## src/rtl/divider_iter.sv

```systemverilog
// Iterative radix-2 restoring divider, signed/unsigned, one operation at a time.
// Optional leading-zero early-out when DIVIDER_EARLY_OUT_EN is defined.
//
// state | meaning
// IDLE  | waiting for en; operands latched on accept
// PREP  | absolute values, result signs, iteration count, divide-by-zero bypass
// ITER  | one restoring step per cycle
// DONE  | sign-corrected results registered, ready pulse
module divider_iter #(
  parameter int WIDTH = 32
) (
  input  logic             clk,
  input  logic             rstn,
  input  logic [WIDTH-1:0] dividend,
  input  logic [WIDTH-1:0] divisor,
  input  logic             en,
  input  logic             sign,
  input  logic             flush_exception,
  output logic [WIDTH-1:0] quotient,
  output logic [WIDTH-1:0] remainder,
  output logic             stall_divider,
  output logic             ready
);

  localparam int CW = $clog2(WIDTH + 1);

  typedef enum logic [1:0] {IDLE, PREP, ITER, DONE} state_t;

  state_t           state, state_nxt;
  logic [WIDTH-1:0] dvd_r, dvs_r, dvs_abs, rem_r, q_r;
  logic             sign_r, q_neg, r_neg;
  logic [CW-1:0]    cnt;

  logic             dvd_neg, dvs_neg, dvs_zero;
  logic [WIDTH-1:0] dvd_abs, dvs_abs_nxt;
  logic [WIDTH:0]   shifted;
  logic [WIDTH-1:0] diff;
  logic             ge;

  assign dvd_neg     = sign_r & dvd_r[WIDTH-1];
  assign dvs_neg     = sign_r & dvs_r[WIDTH-1];
  assign dvs_zero    = (dvs_r == '0);
  assign dvd_abs     = dvd_neg ? (WIDTH'(0) - dvd_r) : dvd_r;
  assign dvs_abs_nxt = dvs_neg ? (WIDTH'(0) - dvs_r) : dvs_r;

  // Partial remainder stays below the divisor, so the low WIDTH bits of the
  // difference are exact whenever the subtraction is taken.
  assign shifted = {rem_r, q_r[WIDTH-1]};
  assign ge      = (shifted >= {1'b0, dvs_abs});
  assign diff    = shifted[WIDTH-1:0] - dvs_abs;

`ifdef DIVIDER_EARLY_OUT_EN
  logic [CW-1:0] clz;

  always_comb begin
    clz = CW'(WIDTH);
    for (int i = 0; i < WIDTH; i++) begin
      if (dvd_abs[i]) clz = CW'(WIDTH - 1 - i);
    end
  end
`endif

  always_ff @(posedge clk or negedge rstn) begin
    if (!rstn) state <= IDLE;
    else       state <= state_nxt;
  end

  always_comb begin
    state_nxt = state;
    if (flush_exception) begin
      state_nxt = IDLE;
    end else begin
      case (state)
        IDLE: if (en) state_nxt = PREP;
        PREP: begin
          if (dvs_zero) state_nxt = DONE;
`ifdef DIVIDER_EARLY_OUT_EN
          else if (clz == CW'(WIDTH)) state_nxt = DONE;
`endif
          else state_nxt = ITER;
        end
        ITER: if (cnt == CW'(1)) state_nxt = DONE;
        DONE: state_nxt = IDLE;
        default: state_nxt = IDLE;
      endcase
    end
  end

  always_comb begin
    stall_divider = ((state == IDLE) & en & ~flush_exception) |
                    (state == PREP) | (state == ITER);
    ready         = (state == DONE) & ~flush_exception;
  end

  always_ff @(posedge clk or negedge rstn) begin
    if (!rstn) begin
      dvd_r     <= '0;
      dvs_r     <= '0;
      sign_r    <= 1'b0;
      dvs_abs   <= '0;
      rem_r     <= '0;
      q_r       <= '0;
      q_neg     <= 1'b0;
      r_neg     <= 1'b0;
      cnt       <= '0;
      quotient  <= '0;
      remainder <= '0;
    end else begin
      case (state)
        IDLE: begin
          if (en && !flush_exception) begin
            dvd_r  <= dividend;
            dvs_r  <= divisor;
            sign_r <= sign;
          end
        end
        PREP: begin
          dvs_abs <= dvs_abs_nxt;
          if (dvs_zero) begin
            // Divide-by-zero: all-ones quotient, raw dividend, no sign fix-up.
            q_r   <= '1;
            rem_r <= dvd_r;
            q_neg <= 1'b0;
            r_neg <= 1'b0;
            cnt   <= '0;
          end else begin
            rem_r <= '0;
            q_neg <= sign_r & (dvd_r[WIDTH-1] ^ dvs_r[WIDTH-1]);
            r_neg <= dvd_neg;
`ifdef DIVIDER_EARLY_OUT_EN
            q_r   <= dvd_abs << clz;
            cnt   <= CW'(WIDTH) - clz;
`else
            q_r   <= dvd_abs;
            cnt   <= CW'(WIDTH);
`endif
          end
        end
        ITER: begin
          rem_r <= ge ? diff : shifted[WIDTH-1:0];
          q_r   <= {q_r[WIDTH-2:0], ge};
          cnt   <= cnt - CW'(1);
        end
        DONE: begin
          if (!flush_exception) begin
            quotient  <= q_neg ? (WIDTH'(0) - q_r)   : q_r;
            remainder <= r_neg ? (WIDTH'(0) - rem_r) : rem_r;
          end
        end
        default: ;
      endcase
    end
  end

endmodule
```

## config.mk

```make
export PLATFORM = sky130hd
export DESIGN_NAME = divider_iter
export DESIGN_NICKNAME = d
export VERILOG_FILES = /design/src/rtl/divider_iter.sv
export SDC_FILE = /design/constraint.sdc
export NUM_CORES = 1
export LEC_CHECK = 0
export CORE_MARGIN = 2
export CORE_UTILIZATION = 50
export CTS_CLUSTER_DIAMETER = 50
export DETAILED_ROUTE_END_ITERATION = 16
export GPL_TIMING_DRIVEN = 0
export MAX_ROUTING_LAYER = met4
export PLACE_DENSITY = 0.74
export REMOVE_ABC_BUFFERS = 1
export SYNTH_ARGS = -nofsm -noshare
export SYNTH_HDL_FRONTEND = slang
export SYNTH_SLANG_ARGS = --single-unit
```

## constraint.sdc

```tcl
create_clock -name clk -period 3.2 [get_ports clk]
set_clock_uncertainty 0.05 [all_clocks]
set_input_delay 0.32 -clock clk [delete_from_list [all_inputs] [get_ports clk]]
set_output_delay 0.32 -clock clk [all_outputs]
set_load 0.005 [all_outputs]
```

==> summary.txt, run 1 <==
Clock tree
  • CTS root buffer: clkbuf_16
  • Worst-Skew Late Latency: 0.57 ns
  • CTS tree: yes
  • H-tree Lvls: 1
  • Clk buf depth: 3
  • Reg clk slew, reported paths: 0.06 ns
  • Num CTS Buffers: 31
  • CTS sink cnt: 235

Worst setup path
  • Kind of critical path: reg -> reg
  • Delay-heaviest family, CP: compound AO/OA/AOI/OAI gates
  • CP max FO: 7
  • Crit-path cells: ha_4, nand4_1, or3_4, or2_2, a31o_4, a31oi_4, buf_6, nor2_4, buf_12, a221o_1, a2bb2oi_1
  • CP arrival: 3.55 ns
  • R2r startpoint: rem_r[17]
  • Max stage delay cell, worst path: dfrtp_2
  • CP startpoint: rem_r[17]
  • CP bufs+invs: 2
  • Crit. End Element: flip-flop
  • WP data required: 3.57 ns
  • Crit path largest cell delay: 0.47 ns
  • Crit start category: flip-flop

Pwr
  • Power per cell area: 1240 nW/µm²
  • VDD IR max: 0.000580 V
  • Leak Pwr: 0.00738 µW

Routing
  • Vias: 12500
  • Final WL: 41900 µm
  • Wire per inst: 19.9 µm
  • # DRC: 0
  • DR vias/cell: 5.95
  • Initial drt markers: 1176
  • Drt pass-1 iters: 6
  • Antenna viol nets, final: 0

Global route
  • Initial antenna violation count: 0
  • Largest net degree at the start of global routing: 116
  • Total Routing Usage GR: 28.1%
  • First-pass GRT wire length: 65800 µm
  • Total gr overflow: 0
  • Vias in the first global route: 11900

Final layout
  • Register area: 5910 µm²
  • Fillers: 2287
  • Most common cell after layout, fill and taps aside: dfrtp_1
  • Finished Cell Area: 18000 µm²
  • Share of cells above drive strength 1: 16.7%
  • Area grow syn2layout: 26.1%
  • Multi-input logic area: 8280 µm²
  • Antenna diodes: 0
  • Commonest non-fill, non-tap cells in the layout: 214 x dfrtp_1, 148 x nand2_1, 133 x clkdlybuf4s50_1
  • Layout Nets: 1815

Synth
  • Xor and xnor area share after synthesis: 8.73%
  • Primary FF master, synth: dfrtp_1
  • Synth warn: 0
  • EDFF count, synth: 0
  • Distinct cells, synth: 75
  • Synthesized area: 14200 µm²
  • Synthesized area per cell: 9.13 µm²
  • Synth area leader: dfrtp_1
  • Largest family of logic cells by synthesized area: compound AO/OA/AOI/OAI gates
  • Largest cells by area after synthesis: dfrtp_1 41%, mux2_2 5.5%, xor2_1 4.9%
  • Mux cell area share after synthesis: 7.14%
  • Synth Instances: 1560
  • Post-synthesis async set-or-reset flop share: 100%
  • Post-Synth Simple-Gate Area: 15.3%
  • Yosys top cell area share: 41.3%
  • #FFs+latches synth: 235
  • Compound-gate portion of the synthesized area: 19.1%
  • Adder-Cell Fraction of Synth Area: 3.92%
  • Seq/Total Area, Yosys: 41.3%

Timing
  • Final setup margin: 0.0168 ns
  • RSZ-0062 raised after global routing: true
  • Fmax: 314 MHz
  • Final-report setup violation count: 0
  • Min Hold Slack: 0.146 ns
  • Least-Margin Pin Slew: 1.04 ns
  • Min Tclk post-route: 3.18 ns
  • Max Slew Vio Count: 0
  • Fin crit share: 99.5%
  • Relative slew slack: 30.5%
  • Hold Vio Cnt, Final: 0

Job
  • Max-Cap Viols: 0

Die
  • CORE AREA: 27900 µm²
  • Initial Util: 51.0%
  • # IOs: 135
  • Die Y: 173 µm
  • Row Count: 61
  • Die W: 173 µm
  • Die area: 29800 µm²

Place
  • Final RePlAce weighted congestion: 0.934
  • Placed instance area: 15900 µm²
  • Pre-CTS WS: -1.40 ns
  • Final HPWL from detailed placement: 29300 µm
  • IO buf count: 134

Worst hold path
  • Worst Hold Class: in -> async

Outcome
  • Status: finished clean
[routing by layer]
metal,up-vias,share of wire (%),track usage [%]
met1,6007,43,38.4
met3,102,8.5,4.29
met2,531,46,43.8
met4,0,3.1,7.77
met5,-,0,-
li1,5879,-,-
[kinds of logic (layout without fill, tap and decap cells)]
| group | Yosys count | after routing |
|---|---|---|
| flip-flops | 235 | 235 |
| buffers and inverters | 164 | 326 |
| XOR/XNOR | 142 | 142 |
| AO/OA/AOI/OAI | 427 | 429 |
| adder cells (fa/ha/maj) | 44 | 44 |
| multiplexers | 93 | 93 |
| AND/OR/NAND/NOR | 455 | 457 |
[worst reg2reg max path, stage by stage, from the launching register on]
cell and delay, ns:
dfrtp_2 0.47, ha_4 0.32, nand4_1 0.13, or3_4 0.37, or2_2 0.33, a31o_4 0.26
a31oi_4 0.32, buf_6 0.17, nor2_4 0.05, buf_12 0.13, a221o_1 0.31, a2bb2oi_1 0.13
[stage by stage]
stage | setup TNS [ns] | utilization, % | power (µW) | std cells
finish | 0 | 64.3 | 22300 | 2104
global route | -0.0455 | 64.3 | 23800 | 2104
CTS | -0.0139 | 62.9 | 21600 | 2076
detailed placement | -62.73 | 56.9 | 17300 | 1992
global placement | -2195.28 | 56.2 | 16700 | 1985
floorplan | -37.30 | - | 13600 | 1473
[synthesized netlist by cell type (4+ instances only)]
master,number
a211oi_1,7
o21ai_1,5
a31o_2,4
a21oi_1,118
or4_1,13
or3_1,20
o41ai_1,21
mux2i_1,24
dfrtp_1,235
nor4_1,19
a221o_1,10
mux2_2,69
buf_2,5
clkbuf_1,77
nor3_1,29
inv_1,75
xor2_1,80
o2bb2ai_1,6
nand4_1,9
nor2_1,123
o22ai_1,12
nand2_1,150
o221ai_1,4
o31ai_1,26
o21a_1,4
nand3_1,22
ha_1,43
nor2b_1,7
a211o_1,4
a2bb2oi_1,6
nand2b_1,21
o21ai_0,116
a21o_1,17
or2_2,8
and3_1,13
a221oi_1,5
xnor2_1,62
a31oi_1,18
a41oi_1,5
a21boi_0,8
[state kept, by name, indices dropped and copies added (netlist names)]
register / flops
quotient: 32
r_neg: 1
sign_r: 1
dvs_r: 32
dvs_abs: 32
rem_r: 32
remainder: 32
q_neg: 1
state: 2
cnt: 6
dvd_r: 32
q_r: 32
[final timing paths]
check / endpoint / slack, ns / cells after the start
setup / recovery: rem_r[27] / 0.02 / 11
hold / removal: dvs_r[10] / 0.15 / 2
setup reg to reg: rem_r[27] / 0.02 / 11
hold reg to reg: quotient[20] / 0.43 / 2
max in group asynchronous: rem_r[15] / 2.08 / 3
min in group clk: dvs_r[17] / 0.31 / 2
[cell type report]
cell class / instances / share of cell area [%]
clock buffers: 41 / 4.81
clock inverters: 16 / 0.948
inverters: 77 / 1.64
multi-input cells: 1165 / 46.1
flip-flops and latches: 235 / 32.9
well taps: 378 / 2.63
repair buffers: 192 / 11.0
[repair_timing]
item,in CTS,in global routing
resized for setup,79,36
setup endpoints to repair,73,61
hold buffers,1,0
buffers inserted,23,27
hold endpoints to repair,196,0
pin swaps,11,7
cloned,3,1
[where the power goes]
part           switching [µW]  internal [µW]
registers                2080           4460
logic                    6570           5720
clock network            1370           2070
total                   10000          12300
No activity file was read; power rests on OpenSTA's default activity.
==> run 2: changes to the inputs <==
--- a/config.mk
+++ b/config.mk
@@ -9,10 +9,10 @@
 export CORE_UTILIZATION = 50
 export CTS_CLUSTER_DIAMETER = 50
 export DETAILED_ROUTE_END_ITERATION = 16
-export GPL_TIMING_DRIVEN = 0
 export MAX_ROUTING_LAYER = met4
 export PLACE_DENSITY = 0.74
 export REMOVE_ABC_BUFFERS = 1
+export SLEW_MARGIN = 25
 export SYNTH_ARGS = -nofsm -noshare
 export SYNTH_HDL_FRONTEND = slang
 export SYNTH_SLANG_ARGS = --single-unit
==> run 2 against run 1 <==
Compared with the run above:
- via count up 0.94%
- power down 0.23%
- critical path depth down 2
- worst setup slack better by 0.093 ns
- worst hold slack better by 0.17 ns
- register-to-register slack better by 0.09 ns
- die area unchanged
- core utilization down 0.67 points
- final cell count up 1.9%
- largest power group unchanged
==> summary.txt, run 2 (synthesized netlist as in run 1, its figures left out) <==
Timing
  • RSZ-0062 raised after global routing: true (unchanged)
  • Hold Vio Cnt, Final: 0 (unchanged)
  • Min Tclk post-route: 3.09 ns (was 3.18 ns)
  • Max Slew Vio Count: 0 (unchanged)
  • Relative slew slack: 27.8% (was 30.5%)
  • Least-Margin Pin Slew: 1.08 ns (was 1.04 ns)
  • Final-report setup violation count: 0 (unchanged)
  • Fmax: 324 MHz (was 314 MHz)
  • Fin crit share: 96.6% (was 99.5%)

Clock tree
  • H-tree Lvls: 1 (unchanged)
  • CTS sink cnt: 235 (unchanged)
  • Reg clk slew, reported paths: 0.06 ns (about the same)
  • CTS tree: yes (unchanged)
  • CTS root buffer: clkbuf_16 (unchanged)
  • Clk buf depth: 3 (unchanged)
  • Num CTS Buffers: 29 (was 31)
  • Worst-Skew Late Latency: 0.57 ns (about the same)

Pwr
  • Leak Pwr: 0.00756 µW (was 0.00738 µW)
  • VDD IR max: 0.000574 V (was 0.000580 V)
  • Power Total: 22200 µW (was 22300 µW)
  • Power per cell area: 1250 nW/µm² (was 1240 nW/µm²)

Final layout
  • Fillers: 2350 (was 2287)
  • Share of cells above drive strength 1: 15.1% (was 16.7%)
  • Finished Cell Area: 17800 µm² (was 18000 µm²)
  • Area grow syn2layout: 24.8% (was 26.1%)
  • Layout Nets: 1856 (was 1815)
  • Antenna diodes: 0 (unchanged)
  • Most common cell after layout, fill and taps aside: dfrtp_1 (unchanged)
  • Commonest non-fill, non-tap cells in the layout: 234 x dfrtp_1, 150 x nand2_1, 133 x clkdlybuf4s50_1 (was 214 x dfrtp_1, 148 x nand2_1, 133 x clkdlybuf4s50_1)
  • Final Non-Filler Cells: 2143 (was 2104)

Worst setup path
  • CP max FO: 24 (was 7)
  • Crit start category: flip-flop (unchanged)
  • Crit. End Element: flip-flop (unchanged)
  • CP dominant cell by count: nor4_4
  • Kind of critical path: reg -> reg (unchanged)
  • WP data required: 3.65 ns (was 3.57 ns)
  • R2r worst-path depth: 9 (was 11)
  • CP arrival: 3.54 ns (was 3.55 ns)
  • Max stage delay cell, worst path: or4_4 (was dfrtp_2)
  • Crit-path cells: or4_4, nor4_4, or4b_4, nor4_4, buf_12, nand2_1, o311a_1, o32ai_1, a31o_1 (was ha_4, nand4_1, or3_4, or2_2, a31o_4, a31oi_4, buf_6, nor2_4, buf_12, a221o_1, a2bb2oi_1)
  • Crit path largest cell delay: 0.59 ns (was 0.47 ns)

Global route
  • Total Routing Usage GR: 29.1% (was 28.1%)
  • Largest net degree at the start of global routing: 127 (was 116)
  • Initial antenna violation count: 0 (unchanged)
  • Total gr overflow: 0 (unchanged)
  • First-pass GRT wire length: 67700 µm (was 65800 µm)
  • Vias in the first global route: 12100 (was 11900)

Job
  • Max-Cap Viols: 0 (unchanged)

Routing
  • Vias: 12600 (was 12500)
  • Wire per inst: 19.9 µm (about the same)
  • Antenna viol nets, final: 0 (unchanged)
  • Drt pass-1 iters: 5 (was 6)
  • DR vias/cell: 5.90 (was 5.95)
  • Final WL: 42700 µm (was 41900 µm)
  • Initial drt markers: 1040 (was 1176)
  • # DRC: 0 (unchanged)

Die
  • Row Count: 61 (unchanged)
  • Die area: 29800 µm² (unchanged)
  • Initial Util: 51.0% (unchanged)
  • # IOs: 135 (unchanged)
  • Die Y: 173 µm (unchanged)
  • CORE AREA: 27900 µm² (unchanged)
  • Die W: 173 µm (unchanged)

Worst hold path
  • Hold depth: 2
  • Worst Hold Class: in -> reg (was in -> async)

Place
  • Final HPWL from detailed placement: 31900 µm (was 29300 µm)
  • DP Cell Count: 2087 (was 1992)
  • Final RePlAce weighted congestion: 0.959 (was 0.934)
  • IO buf count: 134 (unchanged)
  • Placed instance area: 16600 µm² (was 15900 µm²)

Outcome
  • Status: finished clean (unchanged)
[run 2: per-layer routing]
metal,GRT usage (%),wire length (µm)
met4,9.68,1620
met2,43.2,18800
met1,41.1,19500
met3,3.91,2860
met5,-,0
[run 2: final timing paths]
check / slack [ns] / start / endpoint
worst min register to register: 0.43 / remainder[1] / remainder[1]
min in group asynchronous: 0.36 / rstn / dvs_r[6]
worst max register to register: 0.11 / dvs_r[3] / rem_r[30]
worst min-delay path: 0.31 / dividend[29] / dvd_r[29]
max in group asynchronous: 1.92 / rstn / quotient[13]
worst max-delay path: 0.11 / dvs_r[3] / rem_r[30]
[run 2: stage by stage]
stage	worst slack, ns	setup TNS, ns	hold slack (ns)	utilization (%)
6_report	0.110	0	0.312	63.6
5_1_grt	-0.00807	-0.0152	0.309	63.6
4_1_cts	0.00402	0	0.290	63.1
3_5_place_dp	-0.0109	-0.0202	0.374	59.5
3_3_place_gp	0.0307	0	0.358	59.5
2_1_floorplan	-1.11	-37.30	-0.0256	-
[run 2: worst max-delay path: cells and delay by family, from the launching register on]
family,cells,cell delay [ns]
simple gates,5,1.93
flops,1,0.43
compound gates,3,0.42
buf+inv,1,0.21
[run 2: final cells by class]
type                            count  area [µm²]  area share [%]
Clock buffer                       36         772            4.34
Multi-Input combinational cell   1161        7870            44.3
Inverter                           77         289            1.63
Sequential cell                   235        5880            33.1
Tap cell                          378         473            2.66
Clock inverter                     17         220            1.24
Timing Repair Buffer              239        2260            12.7
[run 2: what timing repair did]
| item | CTS | global route |
|---|---|---|
| hold buffers | 1 | 0 |
| setup buffers | 0 | 2 |
| gates resized for setup | 2 | 24 |
| hold endpoints to repair | 90 | 0 |
| pin swaps | 0 | 2 |
| endpoints found under the setup margin | 6 | 39 |
[run 2: power breakdown]
group | switching, µW | internal [µW] | total (µW) | leakage [µW]
logic | 6900 | 5780 | 12700 | 0.00420
registers | 1720 | 4440 | 6160 | 0.00288
clock network | 1390 | 2000 | 3380 | 0.000480
total | 10000 | 12200 | 22200 | 0.00756
==> run 3: changes to the inputs <==
--- a/config.mk
+++ b/config.mk
@@ -8,6 +8,7 @@
 export CORE_MARGIN = 2
 export CORE_UTILIZATION = 50
 export CTS_CLUSTER_DIAMETER = 50
+export CTS_CLUSTER_SIZE = 40
 export DETAILED_ROUTE_END_ITERATION = 16
 export MAX_ROUTING_LAYER = met4
 export PLACE_DENSITY = 0.74
==> run 3 against run 2 <==
Compared with the run above:
- non-clock buffer count unchanged
- flip-flop and latch count is the same
- worst setup slack got worse by 0.022 ns
- fmax is 0.70% lower
- count of clock-buffer cells in the layout down 5
- critical path depth stayed put
==> summary.txt, run 3 (synthesized netlist as in run 1, its figures left out) <==
Final layout
  • Area grow syn2layout: 24.7% (was 24.8%)
  • Commonest non-fill, non-tap cells in the layout: 233 x dfrtp_1, 150 x nand2_1, 133 x clkdlybuf4s50_1 (was 234 x dfrtp_1, 150 x nand2_1, 133 x clkdlybuf4s50_1)
  • Share of cells above drive strength 1: 15.2% (was 15.1%)
  • Most common cell after layout, fill and taps aside: dfrtp_1 (unchanged)
  • Antenna diodes: 0 (unchanged)
  • Final Non-Filler Cells: 2139 (was 2143)
  • Multi-input logic area: 7900 µm² (was 7870 µm²)
  • Register area: 5880 µm² (about the same)
  • Fillers: 2364 (was 2350)
  • Layout Nets: 1854 (was 1856)

Global route
  • Met2 Resource Use GR: 43.5% (was 43.2%)
  • Initial antenna violation count: 0 (unchanged)
  • M1 GR Usage: 40.9% (was 41.1%)
  • Vias in the first global route: 12100 (about the same)
  • Largest net degree at the start of global routing: 127 (unchanged)
  • Global Route met3 Usage: 3.72% (was 3.91%)
  • Total gr overflow: 0 (unchanged)
  • Busiest grt layer: met2 (unchanged)
  • First-pass GRT wire length: 67800 µm (was 67700 µm)
  • Total Routing Usage GR: 29.1% (about the same)

Pwr
  • VDD IR max: 0.000564 V (was 0.000574 V)
  • Leak Pwr: 0.00754 µW (was 0.00756 µW)
  • Power per cell area: 1250 nW/µm² (about the same)
  • Power Total: 22100 µW (was 22200 µW)

Worst setup path
  • Crit-path cells: or4_4, nor4_4, or4b_4, nor4_4, buf_12, nand2_1, o311a_1, o32ai_1, a31o_1 (unchanged)
  • CP arrival: 3.55 ns (was 3.54 ns)
  • Crit start category: flip-flop (unchanged)
  • CP max FO: 24 (unchanged)
  • CP bufs+invs: 1 (unchanged)
  • Crit path largest cell delay: 0.59 ns (about the same)
  • WP data required: 3.64 ns (was 3.65 ns)
  • Crit. End Element: flip-flop (unchanged)
  • Kind of critical path: reg -> reg (unchanged)
  • Delay-heaviest family, CP: simple AND/OR/NAND/NOR gates (unchanged)
  • Max stage delay cell, worst path: or4_4 (unchanged)
  • CP dominant cell by count: nor4_4 (unchanged)

Timing
  • Min Tclk post-route: 3.11 ns (was 3.09 ns)
  • Hold Vio Cnt, Final: 0 (unchanged)
  • Fmax: 321 MHz (was 324 MHz)
  • Fin crit share: 97.3% (was 96.6%)
  • Min Hold Slack: 0.311 ns (was 0.312 ns)
  • Relative slew slack: 27.7% (was 27.8%)
  • Least-Margin Pin Slew: 1.08 ns (about the same)
  • RSZ-0062 raised after global routing: false (was true)
  • Final-report setup violation count: 0 (unchanged)
  • Max Slew Vio Count: 0 (unchanged)

Clock tree
  • Worst-Skew Late Latency: 0.57 ns (about the same)
  • CTS tree: yes (unchanged)
  • CTS root buffer: clkbuf_16 (unchanged)
  • Clk buf depth: 3 (unchanged)
  • CTS sink cnt: 235 (unchanged)
  • Reg clk slew, reported paths: 0.07 ns (was 0.06 ns)
  • H-tree Lvls: 1 (unchanged)
  • Num CTS Buffers: 27 (was 29)

Die
  • # IOs: 135 (unchanged)
  • Die W: 173 µm (unchanged)
  • Initial Util: 51.0% (unchanged)
  • CORE AREA: 27900 µm² (unchanged)
  • Die Y: 173 µm (unchanged)
  • Die area: 29800 µm² (unchanged)
  • Row Count: 61 (unchanged)

Routing
  • Antenna viol nets, final: 0 (unchanged)
  • Vias: 12700 (was 12600)
  • Initial drt markers: 1037 (was 1040)
  • Wire per inst: 20.0 µm (was 19.9 µm)
  • DR vias/cell: 5.92 (was 5.90)
  • # DRC: 0 (unchanged)
  • Drt pass-1 iters: 5 (unchanged)
  • Final WL: 42900 µm (was 42700 µm)

Place
  • Final HPWL from detailed placement: 31900 µm (unchanged)
  • IO buf count: 134 (unchanged)
  • DP Cell Count: 2087 (unchanged)
  • Final RePlAce weighted congestion: 0.959 (unchanged)

Outcome
  • Status: finished clean (unchanged)

Job
  • Max-Cap Viols: 0 (unchanged)

Worst hold path
  • Worst Hold Class: in -> reg (unchanged)
[run 3: layer usage]
metal | share of wire, % | vias up
met5 | 0 | -
met1 | 45 | 6137
met2 | 44 | 470
li1 | - | 5963
met3 | 6.5 | 102
met4 | 3.9 | 0
[run 3: final timing paths]
check	from	endpoint	slack, ns	depth (start not counted)
worst max register to register	dvs_r[11]	rem_r[30]	0.09	9
worst min-delay path	dividend[29]	dvd_r[29]	0.31	2
worst min register to register	remainder[1]	remainder[1]	0.43	2
max in group asynchronous	rstn	quotient[6]	1.94	3
worst max-delay path	dvs_r[11]	rem_r[30]	0.09	9
min in group asynchronous	rstn	dvs_r[9]	0.35	2
[run 3: layout make-up]
| cell class | count | share of cell area (%) |
|---|---|---|
| inverter | 77 | 1.63 |
| clock inverter | 18 | 1.40 |
| clock buffer | 31 | 3.95 |
| timing repair buffer | 239 | 12.7 |
| sequential | 235 | 33.1 |
| tap | 378 | 2.66 |
| multi-input combinational | 1161 | 44.5 |
[run 3: what timing repair did]
action	in CTS	in global routing
setup buffers	0	2
pin swaps	0	3
resized for setup	5	25
gates cloned	0	0
endpoints found under the setup margin	8	37
hold endpoints to repair	90	0
hold buffers	1	0
[run 3: where the power goes]
| group | total (µW) | internal [µW] | leakage (µW) | switching, µW |
|---|---|---|---|---|
| Clock | 3250 | 1810 | 0.000460 | 1440 |
| Combinational | 12700 | 5780 | 0.00420 | 6930 |
| Sequential | 6160 | 4440 | 0.00288 | 1730 |
[run 3: per-stage QoR]
stage	area [µm²]	TNS (ns)	setup slack, ns	util (%)
floorplan	13900	-37.30	-1.11	-
global placement	16600	0	0.0307	59.5
detailed placement	16600	-0.0202	-0.0109	59.5
CTS	17600	0	0.00453	63.0
global route	17800	0	0.00103	63.5
finish	17800	0	0.0879	63.5
